<file path="src/rtl/ipml_prefetch_sfifo_pkg.sv">
// Shared helpers for the up-sizing prefetch FIFO: width math, lane placement, credit width.
package ipml_prefetch_sfifo_pkg;

  localparam int CREDIT_W = 2;

  function automatic int clog2(input int v);
    int r;
    r = 0;
    while ((1 << r) < v) r++;
    return r;
  endfunction

  function automatic int RD_WIDTH_OF(input int w, input int r);
    return w * r;
  endfunction

  // Slot index inside the wide word for beat number 'lane'.
  function automatic int lane_slot(input int lane, input int ratio, input bit little);
    return little ? lane : (ratio - 1 - lane);
  endfunction

endpackage

</file>
<file path="src/rtl/ipml_reg_fifo_sync2.sv">
// Two-entry register FIFO, head presented straight from a register; one-edge fill latency.
// No input ready: the producer must never push more than the free space (credit-limited upstream).
module ipml_reg_fifo_sync2 #(
  parameter int W = 8
) (
  input  logic         clk,
  input  logic         rst,
  input  logic [W-1:0] in_dat,
  input  logic         in_vld,
  output logic [W-1:0] out_dat,
  output logic         out_vld,
  input  logic         out_rdy
);

  logic [W-1:0] q1;
  logic [1:0]   cnt;
  logic         pop;

  assign out_vld = (cnt != 2'd0);
  assign pop     = out_vld & out_rdy;

  always_ff @(posedge clk) begin
    if (rst) begin
      cnt     <= 2'd0;
      out_dat <= '0;
      q1      <= '0;
    end else begin
      case ({in_vld, pop})
        2'b10: begin
          if (cnt == 2'd0) out_dat <= in_dat;
          else             q1      <= in_dat;
          cnt <= cnt + 2'd1;
        end
        2'b01: begin
          if (cnt == 2'd2) out_dat <= q1;
          cnt <= cnt - 2'd1;
        end
        2'b11: begin
          if (cnt == 2'd1) out_dat <= in_dat;
          else begin
            out_dat <= q1;
            q1      <= in_dat;
          end
        end
        default: ;
      endcase
    end
  end

endmodule

</file>
<file path="src/rtl/ipml_prefetch_sfifo_upsz.sv">
// Single-clock FWFT FIFO packing narrow beats into wide words; commit-to-rd_vld is 3 edges.
// wr_vld drops only when the RAM is full; reads are credit-limited so the output buffer never overflows.
module ipml_prefetch_sfifo_upsz
  import ipml_prefetch_sfifo_pkg::*;
#(
  parameter int c_WR_DATA_WIDTH    = 8,
  parameter int c_RATIO            = 4,
  parameter int c_DEPTH_WIDTH      = 6,
  parameter int c_ALMOST_FULL_NUM  = 60,
  parameter int c_ALMOST_EMPTY_NUM = 2,
  parameter int c_LITTLE_ENDIAN    = 1,
  localparam int c_RD_DATA_WIDTH   = RD_WIDTH_OF(c_WR_DATA_WIDTH, c_RATIO)
) (
  input  logic                       clk,
  input  logic                       rst,
  input  logic [c_WR_DATA_WIDTH-1:0] wr_data,
  input  logic                       wr_en,
  input  logic                       wr_last,
  output logic                       wr_vld,
  output logic [c_RD_DATA_WIDTH-1:0] rd_data,
  output logic [c_RATIO-1:0]         rd_keep,
  output logic                       rd_vld,
  input  logic                       rd_en,
  output logic [c_DEPTH_WIDTH:0]     wr_water_level,
  output logic                       almost_full,
  output logic                       almost_empty
);

  localparam int LANE_W = (c_RATIO > 1) ? clog2(c_RATIO) : 1;
  localparam int WORD_W = c_RD_DATA_WIDTH + c_RATIO;
  localparam int DEPTH  = 1 << c_DEPTH_WIDTH;
  localparam int PW     = c_DEPTH_WIDTH + 1;
  localparam logic [PW-1:0] AF_LVL = PW'(c_ALMOST_FULL_NUM);
  localparam logic [PW-1:0] AE_LVL = PW'(c_ALMOST_EMPTY_NUM);

  logic [LANE_W-1:0]          lane_q;
  logic [c_RD_DATA_WIDTH-1:0] gat_q, word_nxt;
  logic [c_RATIO-1:0]         keep_q, keep_nxt;
  logic [PW-1:0]              wptr, rptr;
  logic [CREDIT_W-1:0]        credit_q;
  logic [WORD_W-1:0]          mem [0:DEPTH-1];
  logic [WORD_W-1:0]          ram_q, buf_dat;
  logic                       ram_vld;
  logic                       full, empty, wr_acc, commit, pop, rd_issue;

  assign full   = (wptr[c_DEPTH_WIDTH] != rptr[c_DEPTH_WIDTH]) &&
                  (wptr[c_DEPTH_WIDTH-1:0] == rptr[c_DEPTH_WIDTH-1:0]);
  assign empty  = (wptr == rptr);
  assign wr_vld = ~rst & ~full;
  assign wr_acc = wr_en & wr_vld;
  assign commit = wr_acc & (wr_last | (lane_q == LANE_W'(c_RATIO - 1)));

  assign pop      = rd_vld & rd_en;
  assign rd_issue = ~empty & ((credit_q < CREDIT_W'(2)) | pop);

  assign wr_water_level = wptr - rptr;
  assign almost_full    = (wr_water_level >= AF_LVL);
  assign almost_empty   = (wr_water_level <= AE_LVL);

  // Incoming beat merged into the gather word; this is what a commit writes.
  always_comb begin
    word_nxt = gat_q;
    keep_nxt = keep_q;
    for (int k = 0; k < c_RATIO; k++) begin
      if (lane_q == LANE_W'(k)) begin
        word_nxt[lane_slot(k, c_RATIO, c_LITTLE_ENDIAN != 0)*c_WR_DATA_WIDTH +: c_WR_DATA_WIDTH] = wr_data;
        keep_nxt[k] = 1'b1;
      end
    end
  end

  always_ff @(posedge clk) begin
    if (rst) begin
      lane_q <= '0;
      gat_q  <= '0;
      keep_q <= '0;
    end else if (wr_acc) begin
      if (commit) begin
        lane_q <= '0;
        gat_q  <= '0;
        keep_q <= '0;
      end else begin
        lane_q <= lane_q + LANE_W'(1);
        gat_q  <= word_nxt;
        keep_q <= keep_nxt;
      end
    end
  end

  always_ff @(posedge clk) begin
    if (commit) mem[wptr[c_DEPTH_WIDTH-1:0]] <= {word_nxt, keep_nxt};
    if (rd_issue) ram_q <= mem[rptr[c_DEPTH_WIDTH-1:0]];
  end

  always_ff @(posedge clk) begin
    if (rst) begin
      wptr     <= '0;
      rptr     <= '0;
      credit_q <= '0;
      ram_vld  <= 1'b0;
    end else begin
      if (commit)   wptr <= wptr + PW'(1);
      if (rd_issue) rptr <= rptr + PW'(1);
      ram_vld <= rd_issue;
      case ({rd_issue, pop})
        2'b10:   credit_q <= credit_q + CREDIT_W'(1);
        2'b01:   credit_q <= credit_q - CREDIT_W'(1);
        default: ;
      endcase
    end
  end

  ipml_reg_fifo_sync2 #(.W(WORD_W)) u_obuf (
    .clk     (clk),
    .rst     (rst),
    .in_dat  (ram_q),
    .in_vld  (ram_vld),
    .out_dat (buf_dat),
    .out_vld (rd_vld),
    .out_rdy (rd_en)
  );

  assign {rd_data, rd_keep} = buf_dat;

endmodule
</file>
<file path="config.mk">
export PLATFORM = sky130hd
export DESIGN_NAME = ipml_prefetch_sfifo_upsz
export DESIGN_NICKNAME = d
export VERILOG_FILES = /design/src/rtl/ipml_prefetch_sfifo_pkg.sv /design/src/rtl/ipml_reg_fifo_sync2.sv /design/src/rtl/ipml_prefetch_sfifo_upsz.sv
export SDC_FILE = /design/constraint.sdc
export NUM_CORES = 2
export LEC_CHECK = 0
export ABC_CLOCK_PERIOD_IN_PS = 7400
export CAP_MARGIN = 40
export CORE_MARGIN = 3
export CORE_UTILIZATION = 35
export DETAILED_ROUTE_END_ITERATION = 10
export GPL_TIMING_DRIVEN = 0
export PLACE_DENSITY = 0.46
export SETUP_SLACK_MARGIN = 0.4
export SYNTH_ARGS = -nofsm -noshare
export SYNTH_HDL_FRONTEND = slang
export SYNTH_SLANG_ARGS = --single-unit
export TNS_END_PERCENT = 1
</file>
<file path="constraint.sdc">
create_clock -name clk -period 7.4 [get_ports clk]
set_input_delay 1.48 -clock clk [delete_from_list [all_inputs] [get_ports clk]]
set_output_delay 1.48 -clock clk [all_outputs]
set_load 0.05 [all_outputs]
</file>
; ---- After elaboration in Yosys (flattened, before gate mapping)
; Memories as Yosys holds them, arrays and structs flattened. A register that Yosys moved wholly into a read port is not among the register bits.
; Cells that the tools add are included.
[totals]
ff_bits = 129
mem_bits_rw = 2304
input_bits = 13
output_inout_bits = 47
elab_cells = 81
memories = 1
[mem_list]
columns = name, depth, word_bits, rd, rd_ports_with_merged_regs, wr, line
row1 = mem, 64, 36, 1, 1, 1, ipml_prefetch_sfifo_upsz.sv:41  ; logic [WORD_W-1:0] mem [0:DEPTH-1];
[classes]
n_addsub = 8
magnitude_cmp = 3
eq_ne = 17
mux = 22
n_bitwise = 10
n_reduce_logical = 10
[ops]
columns = cell, n
row1 = 2-to-1 mux 36 bit, 5
row2 = one-hot mux 36 bit (3 select lines), 1
row3 = one-hot mux 36 bit (2 select lines), 1
row4 = 2-to-1 mux 32 bit, 1
row5 = 2-to-1 mux 8 bit, 4
row6 = adder 7 x 1 -> 7 bit (second input constant), 2
row7 = equality test 2 bit (second input constant), 6
row8 = equality test 2 x 1 -> 1 bit (second input constant), 4
row9 = one-hot mux 2 bit (2 select lines), 2
row10 = nonzero test 2 bit, 4
row11 = equality test 7 bit, 1
row12 = greater-or-equal comparator 7 x 6 -> 1 bit (second input constant), 1
row13 = less-or-equal comparator 7 x 2 -> 1 bit (second input constant), 1
row14 = subtractor 7 bit, 1
row15 = adder 2 x 1 -> 2 bit (second input constant), 3
row16 = equality test 6 bit, 1
row17 = 2-to-1 mux 1 bit, 6
row18 = AND reduction 3 bit, 2
row19 = bitwise AND 1 bit, 5
row20 = zero test 2 bit, 2
row21 = 2-to-1 mux 4 bit, 1
row22 = != test 2 x 1 -> 1 bit (second input constant), 2
row23 = != test 2 bit (second input constant), 2
row24 = subtractor 2 x 1 -> 2 bit (second input constant), 2
row25 = 7 further kinds, 10

; ---- Depth between registers and ports, before layout
[depth]
ltp_word = 8
mapped_depth = 13
depth_no_buf = 11

; ---- Modules after synthesis
; From an unflattened synthesis, not the netlist that was laid out.
[unflattened]
cells_unflattened = 4538
hier_area_um2 = 94810.9
[modules_own_cells]
columns = mod, n_inst, cells_per_inst, area_per_inst_um2, seq_area_each_um2
row1 = ipml_prefetch_sfifo_upsz, 1, 4149, 91509.0, 71368.4
row2 = ipml_reg_fifo_sync2, 1, 389, 3301.9, 1481.4

; ---- Least setup slack after synthesis
; Ideal clock, no wire load.
[synth_path]
kind = reg2out
start = register rptr[1]
end = output almost_empty
t_arrival_ns = 4.861
t_required_ns = 5.920
slack_ns = 1.059
stages_incl_launch_ff = 11
n_path_buf = 3
path_cell_list = dfxtp_1 -> buf_4 -> buf_2 -> clkinv_1 -> clkbuf_1 -> ha_1 -> nor2b_1 -> o21a_1 -> o21a_1 -> o311ai_0 -> nor4_1
[synth_between]
elab_chain_len = 2
[synth_rtl]
columns = item, line
row1 = start: declaration, ipml_prefetch_sfifo_upsz.sv:39  ; logic [PW-1:0] wptr, rptr;
row2 = start signal: assignment, ipml_prefetch_sfifo_upsz.sv:103  ; if (rd_issue) rptr <= rptr + PW'(1);
row3 = subtractor 7 bit, ipml_prefetch_sfifo_upsz.sv:56  ; assign wr_water_level = wptr - rptr;
row4 = via wr_water_level[5], ipml_prefetch_sfifo_upsz.sv:24  ; output logic [c_DEPTH_WIDTH:0] wr_water_level,
row5 = less-or-equal comparator 7 x 2 -> 1 bit, ipml_prefetch_sfifo_upsz.sv:58  ; assign almost_empty = (wr_water_level <= AE_LVL);
row6 = end: declaration, ipml_prefetch_sfifo_upsz.sv:26  ; output logic almost_empty
; The timed path passes the listed nets, and every way through them passes these cells.

; ---- Worst setup path after layout
[layout_path]
start = register rptr[1]
end = output almost_full
[layout_between]
elab_chain_len = 2
[layout_rtl]
columns = item, line
row1 = subtractor 7 bit, ipml_prefetch_sfifo_upsz.sv:56
row2 = greater-or-equal comparator 7 x 6 -> 1 bit, ipml_prefetch_sfifo_upsz.sv:57  ; assign almost_full = (wr_water_level >= AF_LVL);
row3 = end: declaration, ipml_prefetch_sfifo_upsz.sv:25  ; output logic almost_full,
; No other way between the ends.

==> results <==
- Setup repair after global routing left no endpoint under its margin.
- The critical path class is flip-flop to output port.
- The final estimated routing congestion in global placement is 0.902.
- OpenSTA, run right after detailed placement, puts the worst setup slack at 1.01 ns.
- The largest net degree at the start of global routing is 66.
- The data required time of the worst path is 5.92 ns.
- The placed instances occupy a cell area of 0.103 mm2.
- sky130_fd_sc_hd__edfxtp_1 is the most common cell in the netlist.
- TritonCTS built the clock tree.
- The number of register bits inferred by synthesis is 2469.
- The number of distinct library cell variants in the gate-level netlist after synthesis is 55.
- The first global-routing pass estimated 411000 um of wire.
- The number of global-route vias before repair is 48200.
- The post-route clock period utilization is 92.9%.
- The number of I/O port buffers is 59.
- For this block, the routed nets add up to 301000 um of wire.
- In this run the number of H-tree levels came out at 5.
- The synthesized net count is 4503.
- After clock tree synthesis, the clock-pin slew on the worst setup and hold paths is 0.06 ns.
- The final design instance area without fill is 0.112 mm2.
- The remaining max-slew budget at the tightest pin is 22.4%.
- The residual DRC count is 0.
- The number of buffers added for setup after CTS is 0.
- For this run, asynchronously set or reset flops after synthesis account for 0%.
- The most used flip-flop cell after synthesis is sky130_fd_sc_hd__edfxtp_1.
- Summed over all instances, the cell type with the most area after synthesis is sky130_fd_sc_hd__edfxtp_1.
- The routed via count divided by cell count is 5.53.
- In this run the horizontal extent of the chip is 525 um.
- The maximum buffer depth of the clock tree is 4.
- The sequential cell area fraction in the yosys report is 77.3%.
- Measured against the total synthesized area, the mux share comes to 14.9%.
- The top fanout value on the critical path is 10.
- The first detailed-routing pass ran for 7 iterations.
- The dominant combinational cell family by area after synthesis is multiplexers.
- 60 I/O pins were placed.
- The Yosys step of the flow raised 0 warnings.
- The critical path endpoint category is an output port.
- The clock sink count is 2469.
- The root buffer cell chosen for the clock tree is sky130_fd_sc_hd__clkbuf_16.
- After technology mapping, the gate count stands at 4469.
- The total congestion overflow after global routing is 0.
- Clock tree synthesis inserted a total of 280 buffers.
- The hold violation count in the final report is 0.
- Max-cap violations in this run came to 0.
- For this design the static power due to leakage is 34.0 nW.
- The setup slack of the critical path after layout is 0.522 ns.
- Of the cells placed in the final design, the portion with a size suffix greater than 1 is 25.3%.
- Dividing the synthesized area by the synthesized cell count gives 21.1 um2.
- In the final timing run, aggregate negative setup slack is 0 ns.
- The basic-gate share of the synthesized area counting and, or, nand and nor cells is 1.95%.
- The total count of max-transition violations in the final report is 0.
- After Yosys synthesis, XOR and XNOR cells account for 0.167% of the synthesized area.
- The initial core utilization is 35.4%.
- In the synthesized netlist, the cells that appear most often are sky130_fd_sc_hd__edfxtp_1, sky130_fd_sc_hd__mux4_2, sky130_fd_sc_hd__mux2i_1.
- The synthesized design devotes to its leading area cell type 74.5% of total area.
- In this run the standard cell core region covers 0.267 mm2.
- The type of the most critical hold path is flip-flop to flip-flop.
- Compared with the post-synthesis result, the final layout area differs by 18.5%.
- Once detail routing completed, the nets flagged for antenna violations numbered 0.
- The total of endpoints with negative setup slack in the final report is 0.
- In the final routed layout, each cell accounts on average for 34.4 um.
- The number of antenna violations at the first check in global routing is 30.
- The mapped netlist covers 0.0943 mm2.
- The final critical-path required period is 6.88 ns.
- The latest clock arrival within the worst-skew pair is 0.89 ns.
- The net count of the finished layout is 5034.
- The total design power is 35.3 mW.
- The number of fillers in the final layout is 23200.
- The die outline area is 0.276 mm2.
- In the post-synthesis netlist, the biggest area contributors are sky130_fd_sc_hd__edfxtp_1, sky130_fd_sc_hd__mux4_2, sky130_fd_sc_hd__dfxtp_1.
- The synthesized design contains 2340 enable-type register cells.
- Across the routed clock network, the largest skew measured is 0.0753 ns.
- The power per cell area is 316 mW/mm2.
- The run finished with clean final reports.
- The starting DRC count in detailed routing is 5930.
- Static timing analysis puts the maximum clock frequency at 145 MHz.
- Summed over all nets, the half-perimeter wirelength after detailed placement is 209000 um.
- The synthesized netlist devotes 0.287% of its cell area to adder and majority cells.
- After floorplanning, the core was divided into 189 placement rows.
- The actual slew at the worst max-slew pin is 1.16 ns.
- The data arrival time at the worst-slack endpoint is 5.40 ns.
- The all-layer global routing usage is 21.5%.
- The synthesized netlist devotes 3.94% of its cell area to compound gates.
- The total vias in the final route is 48300.
- The worst supply voltage drop on vdd is 0.191 mV.
- In this run the vertical extent of the chip is 525 um.
- STA classifies the critical path startpoint as a flip-flop.
layer usage:
| layer | global-route usage (%) | part of all wire, % | up-vias |
|---|---|---|---|
| met5 | 0 | 0.020 | - |
| met4 | 5.96 | 3.1 | 8 |
| met3 | 4.04 | 7.2 | 430 |
| met2 | 33.9 | 47 | 1861 |
| met1 | 30.6 | 43 | 26200 |
| li1 | - | - | 19900 |
through the flow:
stage	instances	hold WS, ns	util, %
finish	8738	0.452	41.9
global route	8731	0.464	41.9
CTS	8726	0.452	41.9
detailed placement	8248	0.439	38.8
global placement	8061	0.437	37.3
floorplan	4469	0.422	-
where the power goes:
group	total (mW)	switching, mW	internal (mW)	leakage [nW]
combinational	6.55	4.12	2.43	8.01
clock	13.0	5.60	7.44	4.10
sequential	15.7	0.143	15.5	21.9
cells in the final DEF (no fill, tap or decap), drive strengths merged, types with 10 or more instances in the layout:
| cell type | n |
|---|---|
| inv | 30 |
| xnor2 | 14 |
| edfxtp | 2340 |
| nor2b | 18 |
| and2 | 10 |
| a22o | 14 |
| nor2 | 164 |
| clkdlybuf4s50 | 59 |
| ha | 20 |
| o22ai | 71 |
| nand2 | 121 |
| a311oi | 14 |
| a21oi | 107 |
| a211oi | 75 |
| a31o | 22 |
| clkinv | 103 |
| nand3 | 21 |
| mux2i | 177 |
| clkbuf | 504 |
| dfxtp | 129 |
| buf | 305 |
| mux4 | 530 |
| o221ai | 44 |
| a22oi | 110 |
| bufinv | 10 |
| and3 | 23 |
| a211o | 25 |
| nor3 | 32 |
| a221oi | 10 |
| mux2 | 32 |
critical path: stages, from the launching register on:
cell                              delay [ns]
sky130_fd_sc_hd__dfxtp_1                0.48
sky130_fd_sc_hd__buf_4                  0.34
sky130_fd_sc_hd__buf_4                  0.34
sky130_fd_sc_hd__clkinv_1               0.34
sky130_fd_sc_hd__clkbuf_1               0.41
sky130_fd_sc_hd__ha_1                   0.41
sky130_fd_sc_hd__nor2b_1                0.13
sky130_fd_sc_hd__o21a_1                 0.19
sky130_fd_sc_hd__o21a_1                 0.20
sky130_fd_sc_hd__o311ai_1               0.45
sky130_fd_sc_hd__buf_2                  0.24
sky130_fd_sc_hd__a41o_1                 0.16
sky130_fd_sc_hd__clkdlybuf4s50_1        0.81
area by class of cell:
cell class	instances	area, um2	area share, %
flip-flops and latches	2469	72800	65.2
multi-input cells	1713	20700	18.5
clock buffers	356	7410	6.63
well taps	3533	4420	3.96
repair buffers	249	4030	3.61
plain buffers	263	1300	1.16
clock inverters	122	981	0.878
inverters	24	90.1	0.0806
diodes	9	22.5	0.0202
timing repair:
| item | 4_1_cts | 5_1_grt |
|---|---|---|
| hold buffers | 0 | 0 |
| resized for setup | 3 | 0 |
| endpoints found under the setup margin | 4 | 0 |
kinds of logic after synthesis:
group,Yosys count
compound gates,518
xor+xnor,18
fa+ha+maj,21
buf+inv,287
flops,2469
mux,739
simple gates,417
flip-flops by register name, indices dropped and copies added (netlist names):
name,cells
keep_q,4
ram_q,36
u_obuf.cnt,2
credit_q,2
mem,2304
ram_vld,1
u_obuf.out_dat,36
rptr,7
lane_q,2
gat_q,32
wptr,7
u_obuf.q1,36
final timing paths:
kind / startpoint / to / slack [ns] / cells after the start
setup / recovery: rptr[1] / almost_full / 0.52 / 12
hold / removal: keep_q[3] / keep_q[3] / 0.45 / 1
setup reg to reg: rptr[3] / mem[43][24] / 1.57 / 12
hold reg to reg: keep_q[3] / keep_q[3] / 0.45 / 1
Power figures use the tool's default switching activity.
